$ cat config.mk
export PLATFORM = sky130hd
export DESIGN_NAME = pipeline_unit_flat
export DESIGN_NICKNAME = d
export VERILOG_FILES = /design/src/rtl/pipeline_pkg.sv /design/src/rtl/pipeline_unit_if.sv /design/src/rtl/pipeline_unit_instr_decoder.sv /design/src/rtl/pipeline_unit.sv /design/src/flat_wrapper.sv
export SDC_FILE = /design/constraint.sdc
export NUM_CORES = 1
export LEC_CHECK = 0
export ABC_AREA = 1
export BUFFER_PORTS_ARGS = -buffer_cell sky130_fd_sc_hd__buf_2
export CAP_MARGIN = 20
export CORE_MARGIN = 1.5
export CORE_UTILIZATION = 45
export CTS_CLUSTER_DIAMETER = 30
export DETAILED_ROUTE_END_ITERATION = 6
export PLACE_DENSITY = 0.9
export RECOVER_POWER = 50
export SYNTH_ARGS = -nofsm -noshare
export SYNTH_HDL_FRONTEND = slang
export SYNTH_HIERARCHICAL = 1
export SYNTH_SLANG_ARGS = --single-unit
$ cat constraint.sdc
create_clock -name clk -period 1.7 [get_ports clk]
set_input_delay 0.255 -clock clk [delete_from_list [all_inputs] [get_ports clk]]
set_output_delay 0.255 -clock clk [all_outputs]
set_load 0.01 [all_outputs]
$ cat src/rtl/pipeline_pkg.sv
// Shared constants for the fetch/decode pipeline register and its decoder.
package pipeline_pkg;

    localparam logic [31:0] NOP_INSTR = 32'hE320F000;

    localparam logic [2:0] CLS_DP_IMMSH = 3'b000;
    localparam logic [2:0] CLS_DP_IMM   = 3'b001;
    localparam logic [2:0] CLS_NOP      = 3'b010;
    localparam logic [2:0] CLS_DP_REGSH = 3'b011;
    localparam logic [2:0] CLS_LS_IMM   = 3'b100;
    localparam logic [2:0] CLS_LS_REG   = 3'b101;
    localparam logic [2:0] CLS_BRANCH   = 3'b110;

    localparam logic [6:0] OPC_NOP = {CLS_NOP, 4'b0000};

    function automatic logic [6:0] mk_opc(input logic [2:0] cls, input logic [3:0] op);
        return {cls, op};
    endfunction

endpackage

$ cat src/rtl/pipeline_unit_if.sv
// Fetch-side inputs and execute-side decoded fields of the fetch/decode register.
interface pipeline_unit_if;
    logic [31:0] instr_in;
    logic        branch_ref;
    logic        branch_in;
    logic        sel_stall;
    logic [3:0]  cond;
    logic [6:0]  opcode;
    logic        en_status;
    logic [3:0]  rn;
    logic [3:0]  rd;
    logic [3:0]  rs;
    logic [3:0]  rm;
    logic [1:0]  shift_op;
    logic [4:0]  imm5;
    logic [11:0] imm12;
    logic [23:0] imm24;
    logic        P;
    logic        U;
    logic        W;
    logic        branch_value;

    // There is no handshake: the fetch side drives a new instruction every cycle,
    // sel_stall=1 freezes the register, and the execute side samples fields each cycle.
    modport master (
        output instr_in, branch_ref, branch_in, sel_stall,
        input  cond, opcode, en_status, rn, rd, rs, rm, shift_op,
        input  imm5, imm12, imm24, P, U, W, branch_value
    );

    modport slave (
        input  instr_in, branch_ref, branch_in, sel_stall,
        output cond, opcode, en_status, rn, rd, rs, rm, shift_op,
        output imm5, imm12, imm24, P, U, W, branch_value
    );
endinterface

$ cat src/rtl/pipeline_unit_instr_decoder.sv
// Combinational ARM32 decoder: field slices plus internal opcode classification.
module instr_decoder
    import pipeline_pkg::*;
(
    input  logic [31:0] d_i,
    output logic [3:0]  cond_o,
    output logic [6:0]  opcode_o,
    output logic        en_status_o,
    output logic [3:0]  rn_o,
    output logic [3:0]  rd_o,
    output logic [3:0]  rs_o,
    output logic [3:0]  rm_o,
    output logic [1:0]  shift_op_o,
    output logic [4:0]  imm5_o,
    output logic [11:0] imm12_o,
    output logic [23:0] imm24_o,
    output logic        p_o,
    output logic        u_o,
    output logic        w_o
);
    logic misc_form;

    assign cond_o     = d_i[31:28];
    assign rn_o       = d_i[19:16];
    assign rd_o       = d_i[15:12];
    assign rs_o       = d_i[11:8];
    assign rm_o       = d_i[3:0];
    assign shift_op_o = d_i[6:5];
    assign imm5_o     = d_i[11:7];
    assign imm12_o    = d_i[11:0];
    assign imm24_o    = d_i[23:0];
    assign p_o        = d_i[24];
    assign u_o        = d_i[23];
    assign w_o        = d_i[21];

    // Compare-style encodings with S=0 (misc, MSR, hints) are not executed here.
    assign misc_form = (d_i[24:23] == 2'b10) && !d_i[20];

    always_comb begin
        opcode_o    = OPC_NOP;
        en_status_o = 1'b0;
        if (d_i[31:28] != 4'b1111) begin
            case (d_i[27:25])
                3'b000: begin
                    if (misc_form) begin
                        opcode_o = OPC_NOP;
                    end else if (!d_i[4]) begin
                        opcode_o    = mk_opc(CLS_DP_IMMSH, d_i[24:21]);
                        en_status_o = d_i[20];
                    end else if (!d_i[7]) begin
                        opcode_o    = mk_opc(CLS_DP_REGSH, d_i[24:21]);
                        en_status_o = d_i[20];
                    end
                end
                3'b001: begin
                    if (!misc_form) begin
                        opcode_o    = mk_opc(CLS_DP_IMM, d_i[24:21]);
                        en_status_o = d_i[20];
                    end
                end
                3'b010: opcode_o = mk_opc(CLS_LS_IMM, {2'b00, d_i[22], d_i[20]});
                3'b011: begin
                    if (!d_i[4]) begin
                        opcode_o = mk_opc(CLS_LS_REG, {2'b00, d_i[22], d_i[20]});
                    end
                end
                3'b101: opcode_o = mk_opc(CLS_BRANCH, {3'b000, d_i[24]});
                default: opcode_o = OPC_NOP;
            endcase
        end
    end
endmodule

$ cat src/rtl/pipeline_unit.sv
// Fetch/decode pipeline register: captures instruction and branch-epoch tag,
// substitutes a NOP for wrong-epoch instructions, and decodes the result.
module pipeline_unit
    import pipeline_pkg::*;
(
    input  logic            clk,
    input  logic            rst,
    pipeline_unit_if.slave  bus
);
    logic [31:0] instr_q, instr_d;
    logic        branch_q, branch_d;
    logic [31:0] dec_in;

    always_comb begin
        instr_d  = instr_q;
        branch_d = branch_q;
        if (!bus.sel_stall) begin
            instr_d  = bus.instr_in;
            branch_d = bus.branch_in;
        end
    end

    always_ff @(posedge clk) begin
        if (rst) begin
            instr_q  <= NOP_INSTR;
            branch_q <= 1'b0;
        end else begin
            instr_q  <= instr_d;
            branch_q <= branch_d;
        end
    end

    // The squash is combinational on branch_ref so a redirect kills the
    // held instruction immediately; instr_q itself is never overwritten.
    assign dec_in = (branch_q == bus.branch_ref) ? instr_q : NOP_INSTR;

    assign bus.branch_value = branch_q;

    instr_decoder u_dec (
        .d_i         (dec_in),
        .cond_o      (bus.cond),
        .opcode_o    (bus.opcode),
        .en_status_o (bus.en_status),
        .rn_o        (bus.rn),
        .rd_o        (bus.rd),
        .rs_o        (bus.rs),
        .rm_o        (bus.rm),
        .shift_op_o  (bus.shift_op),
        .imm5_o      (bus.imm5),
        .imm12_o     (bus.imm12),
        .imm24_o     (bus.imm24),
        .p_o         (bus.P),
        .u_o         (bus.U),
        .w_o         (bus.W)
    );
endmodule

$ cat src/flat_wrapper.sv
// flat-port wrapper written by rule: the top's interface ports become plain ports
module pipeline_unit_flat import pipeline_pkg::*;
  (clk, rst, bus_instr_in, bus_branch_ref, bus_branch_in, bus_sel_stall, bus_cond, bus_opcode, bus_en_status, bus_rn, bus_rd, bus_rs, bus_rm, bus_shift_op, bus_imm5, bus_imm12, bus_imm24, bus_P, bus_U, bus_W, bus_branch_value);
  pipeline_unit_if bus_i ();
  input  logic clk;
  input  logic rst;
  input wire logic [$bits(bus_i.instr_in)-1:0] bus_instr_in;
  input wire logic [$bits(bus_i.branch_ref)-1:0] bus_branch_ref;
  input wire logic [$bits(bus_i.branch_in)-1:0] bus_branch_in;
  input wire logic [$bits(bus_i.sel_stall)-1:0] bus_sel_stall;
  output wire logic [$bits(bus_i.cond)-1:0] bus_cond;
  output wire logic [$bits(bus_i.opcode)-1:0] bus_opcode;
  output wire logic [$bits(bus_i.en_status)-1:0] bus_en_status;
  output wire logic [$bits(bus_i.rn)-1:0] bus_rn;
  output wire logic [$bits(bus_i.rd)-1:0] bus_rd;
  output wire logic [$bits(bus_i.rs)-1:0] bus_rs;
  output wire logic [$bits(bus_i.rm)-1:0] bus_rm;
  output wire logic [$bits(bus_i.shift_op)-1:0] bus_shift_op;
  output wire logic [$bits(bus_i.imm5)-1:0] bus_imm5;
  output wire logic [$bits(bus_i.imm12)-1:0] bus_imm12;
  output wire logic [$bits(bus_i.imm24)-1:0] bus_imm24;
  output wire logic [$bits(bus_i.P)-1:0] bus_P;
  output wire logic [$bits(bus_i.U)-1:0] bus_U;
  output wire logic [$bits(bus_i.W)-1:0] bus_W;
  output wire logic [$bits(bus_i.branch_value)-1:0] bus_branch_value;
  assign bus_i.instr_in = bus_instr_in;
  assign bus_i.branch_ref = bus_branch_ref;
  assign bus_i.branch_in = bus_branch_in;
  assign bus_i.sel_stall = bus_sel_stall;
  assign bus_cond = bus_i.cond;
  assign bus_opcode = bus_i.opcode;
  assign bus_en_status = bus_i.en_status;
  assign bus_rn = bus_i.rn;
  assign bus_rd = bus_i.rd;
  assign bus_rs = bus_i.rs;
  assign bus_rm = bus_i.rm;
  assign bus_shift_op = bus_i.shift_op;
  assign bus_imm5 = bus_i.imm5;
  assign bus_imm12 = bus_i.imm12;
  assign bus_imm24 = bus_i.imm24;
  assign bus_P = bus_i.P;
  assign bus_U = bus_i.U;
  assign bus_W = bus_i.W;
  assign bus_branch_value = bus_i.branch_value;
  pipeline_unit u_core (.clk(clk), .rst(rst), .bus(bus_i));
endmodule
==> flow_summary.toml <==
[clocking]
clock_path_buffers = 2
clockRootBuffer = "clkbuf_8"
ctsHoldBuffers = 0
clkTransAtPathRegs_ns = 0.06
cts_buffers = 5
clock_latency_ns = 0.28
cts_tree = "done"
clkSinkCount = 33
cts_htree_levels = 2

[detailed_routing]
drc_errors = 7
via_per_inst = 4.65
post_drt_wl_per_cell_um = 11.4
postRouteAntennaNets = 0
drtPass1Iterations = 6
dr.first_iter.drc_count = 91
num_vias = 1972
drt_wl_total_mm = 4.83

[grt]
grt_pass1_vias = 1776
antenna_found_initial = 0
grt_max_degree = 34
grt_util_all_layers_pct = 18.4
grt_overflow_total = 0
grt_pass1_wl_mm = 7.51

[placed_design]
io_buffers = 111
dp.cells = 410
place_worst_setup_slack_ns = -0.143
hpwl_mm = 3.40
gp_congestion = 0.987

[worst_setup_path]
arrival_ns = 1.66
worstRegToRegCells = 3
cp-start-kind = "flip-flop"
path_max_fanout = 5
crit_path_cell_trace = "inv_2, nand2_4, buf_6, nand3b_1, inv_1, nand3_2, nand4_1, a21oi_2, buf_2"
r2r-end = "u_core/bus.branch_value"
rrSetupSlack_ns = 0.98
critPathRequiredTime_ns = 1.44
r2r_start = "u_core/bus.branch_value"
worstSetupPathType = "reg -> out"
cp-end-kind = "output pin"
max_stage_delay_ns = 0.33
slowest_stage = "dfxtp_2"

[final_layout]
nets = 408
layout_commonest_cell = "buf_2"
drive_above_1_share_pct = 46.0
stdcell_count = 424
syn_to_final_growth_pct = 19.6
mostFrequentLayoutCells = "buf_2 (110), nor2_1 (55), inv_1 (32), dfxtp_1 (32), nand2_1 (28)"
postLayoutCoreUtil_pct = 56.7
antenna-diode-count = 0
n_fill_cell = 434

[synth]
syn_nets = 350
yosysTopAreaCell = "dfxtp_1"
yosys_warnings = 6
synth_top_area_share_pct = 31.3
ys_types = 18
syn_inst = 313
ys_ff_latch = 33
synth.yosys.seq_area_share_pct = 31.3
synthTopCellsByArea = "dfxtp_1 (31%), buf_4 (24%), nor2_1 (13%)"
avgSynthCellArea_um2 = 6.74
synth_area_um2 = 2110

[sta]
finalHoldViolations = 0
rsz0062_at_grt = "true"
setup_ws_ns = -0.218
period_share_pct = 113
holdWs_ns = 0.170
setup-tns-final_ns = -1.58
fin_skew_ns = 0
fin_crit_ns = 1.92
tightest_slew_ns = 1.01
fmax_ghz = 0.522
setup-violations-final = 8
drv_slew = 0
timing.slew.headroom_pct = 32.6

[worst_hold_path]
min_to = "u_core/instr_q[29]"
hold_start = "bus_instr_in[29]"
hold_path_class = "in -> reg"
holdPathStages = 3

[floorplanning]
fp.dieH_um = 71.4
rows = 24
core_um2 = 4440
start_util_pct = 47.4
die-area_um2 = 5100
chipWidth_um = 71.4
pin_count = 112

[pwr]
power.density_nw_per_um2 = 778
leakage_nw = 1.35
ir_drop_mv = 0.447

[flow_run]
drv_cap = 0

[status]
violations = "DRC, setup timing"
outcome = "finished, violations left"
-- routing by layer --
| metal | vias up | wire (um) | global-route usage, % |
|---|---|---|---|
| li1 | 1014 | - | - |
| met3 | 4 | 297 | 4.36 |
| met5 | - | 0 | 0 |
| met4 | 0 | 36 | 5.13 |
| met2 | 70 | 2510 | 34.2 |
| met1 | 884 | 1980 | 20.8 |
-- metrics by stage --
| stage | cell area, um2 | power (mW) |
|---|---|---|
| final | 2520 | 1.96 |
| after global routing | 2520 | 2.08 |
| after CTS | 2460 | 1.96 |
| after detailed placement | 2280 | 1.36 |
| after global placement | 2280 | 1.35 |
| after floorplan | 2120 | 1.27 |
-- state kept, by name (all words and copies together), names as in the netlist --
name / count
u_core/instr_q: 32
u_core/bus.branch_value: 1
-- cell usage after synthesis (all sizes together) --
cell,count
a21oi,3
buf,76
clkbuf,3
dfxtp,33
inv,33
nand2,32
nand3,17
nand3b,10
nand4,4
nor2,73
nor3,3
nor3b,1
o21ai,25
-- how the worst max path moves through the flow --
stage	start	endpoint	cells after the start
3_3_place_gp	bus_branch_ref	bus_opcode[1]	12
2_1_floorplan	u_core/bus.branch_value	bus_opcode[1]	11
3_5_place_dp	bus_branch_ref	bus_opcode[5]	9
4_1_cts	u_core/bus.branch_value	bus_opcode[0]	10
6_report	u_core/bus.branch_value	bus_opcode[0]	9
5_1_grt	u_core/bus.branch_value	bus_opcode[0]	8
-- cells by family (layout without fill, tap and decap cells) --
| group | after synthesis | after routing | synth area share (%) |
|---|---|---|---|
| flops | 33 | 33 | 31.3 |
| simple gates | 140 | 140 | 29.6 |
| buf+inv | 112 | 171 | 32.4 |
| compound gates | 28 | 28 | 6.65 |
-- cell type report --
cell class	count	area [um2]	share of cell area, %
clock inverter	3	17.5	0.695
clock buffer	5	68.8	2.73
multi-input combinational	168	875	34.7
timing repair buffer	130	709	28.1
inverter	33	124	4.91
tap	52	65.1	2.58
sequential	33	662	26.3
-- repair_timing --
action / 4_1_cts / 5_1_grt
pin swaps: 10 / 5
resized for setup: 26 / 9
setup buffers: 2 / 4
endpoints found under the setup margin: 57 / 45
-- critical path: cells and delay by family (launching register included) --
kind,cells,cell delay (ns)
AOI/OAI and AO/OA,1,0.15
buffers and inverters,4,0.43
DFF,1,0.33
and+or+nand+nor,4,0.48
-- power by group --
| part | switching, mW | leakage (nW) | internal, mW |
|---|---|---|---|
| clock network | 0.280 | 0.0439 | 0.282 |
| logic | 0.313 | 1.03 | 0.231 |
| registers | 0.0270 | 0.275 | 0.828 |
| total | 0.621 | 1.35 | 1.34 |
Power figures use the tool's default switching activity.
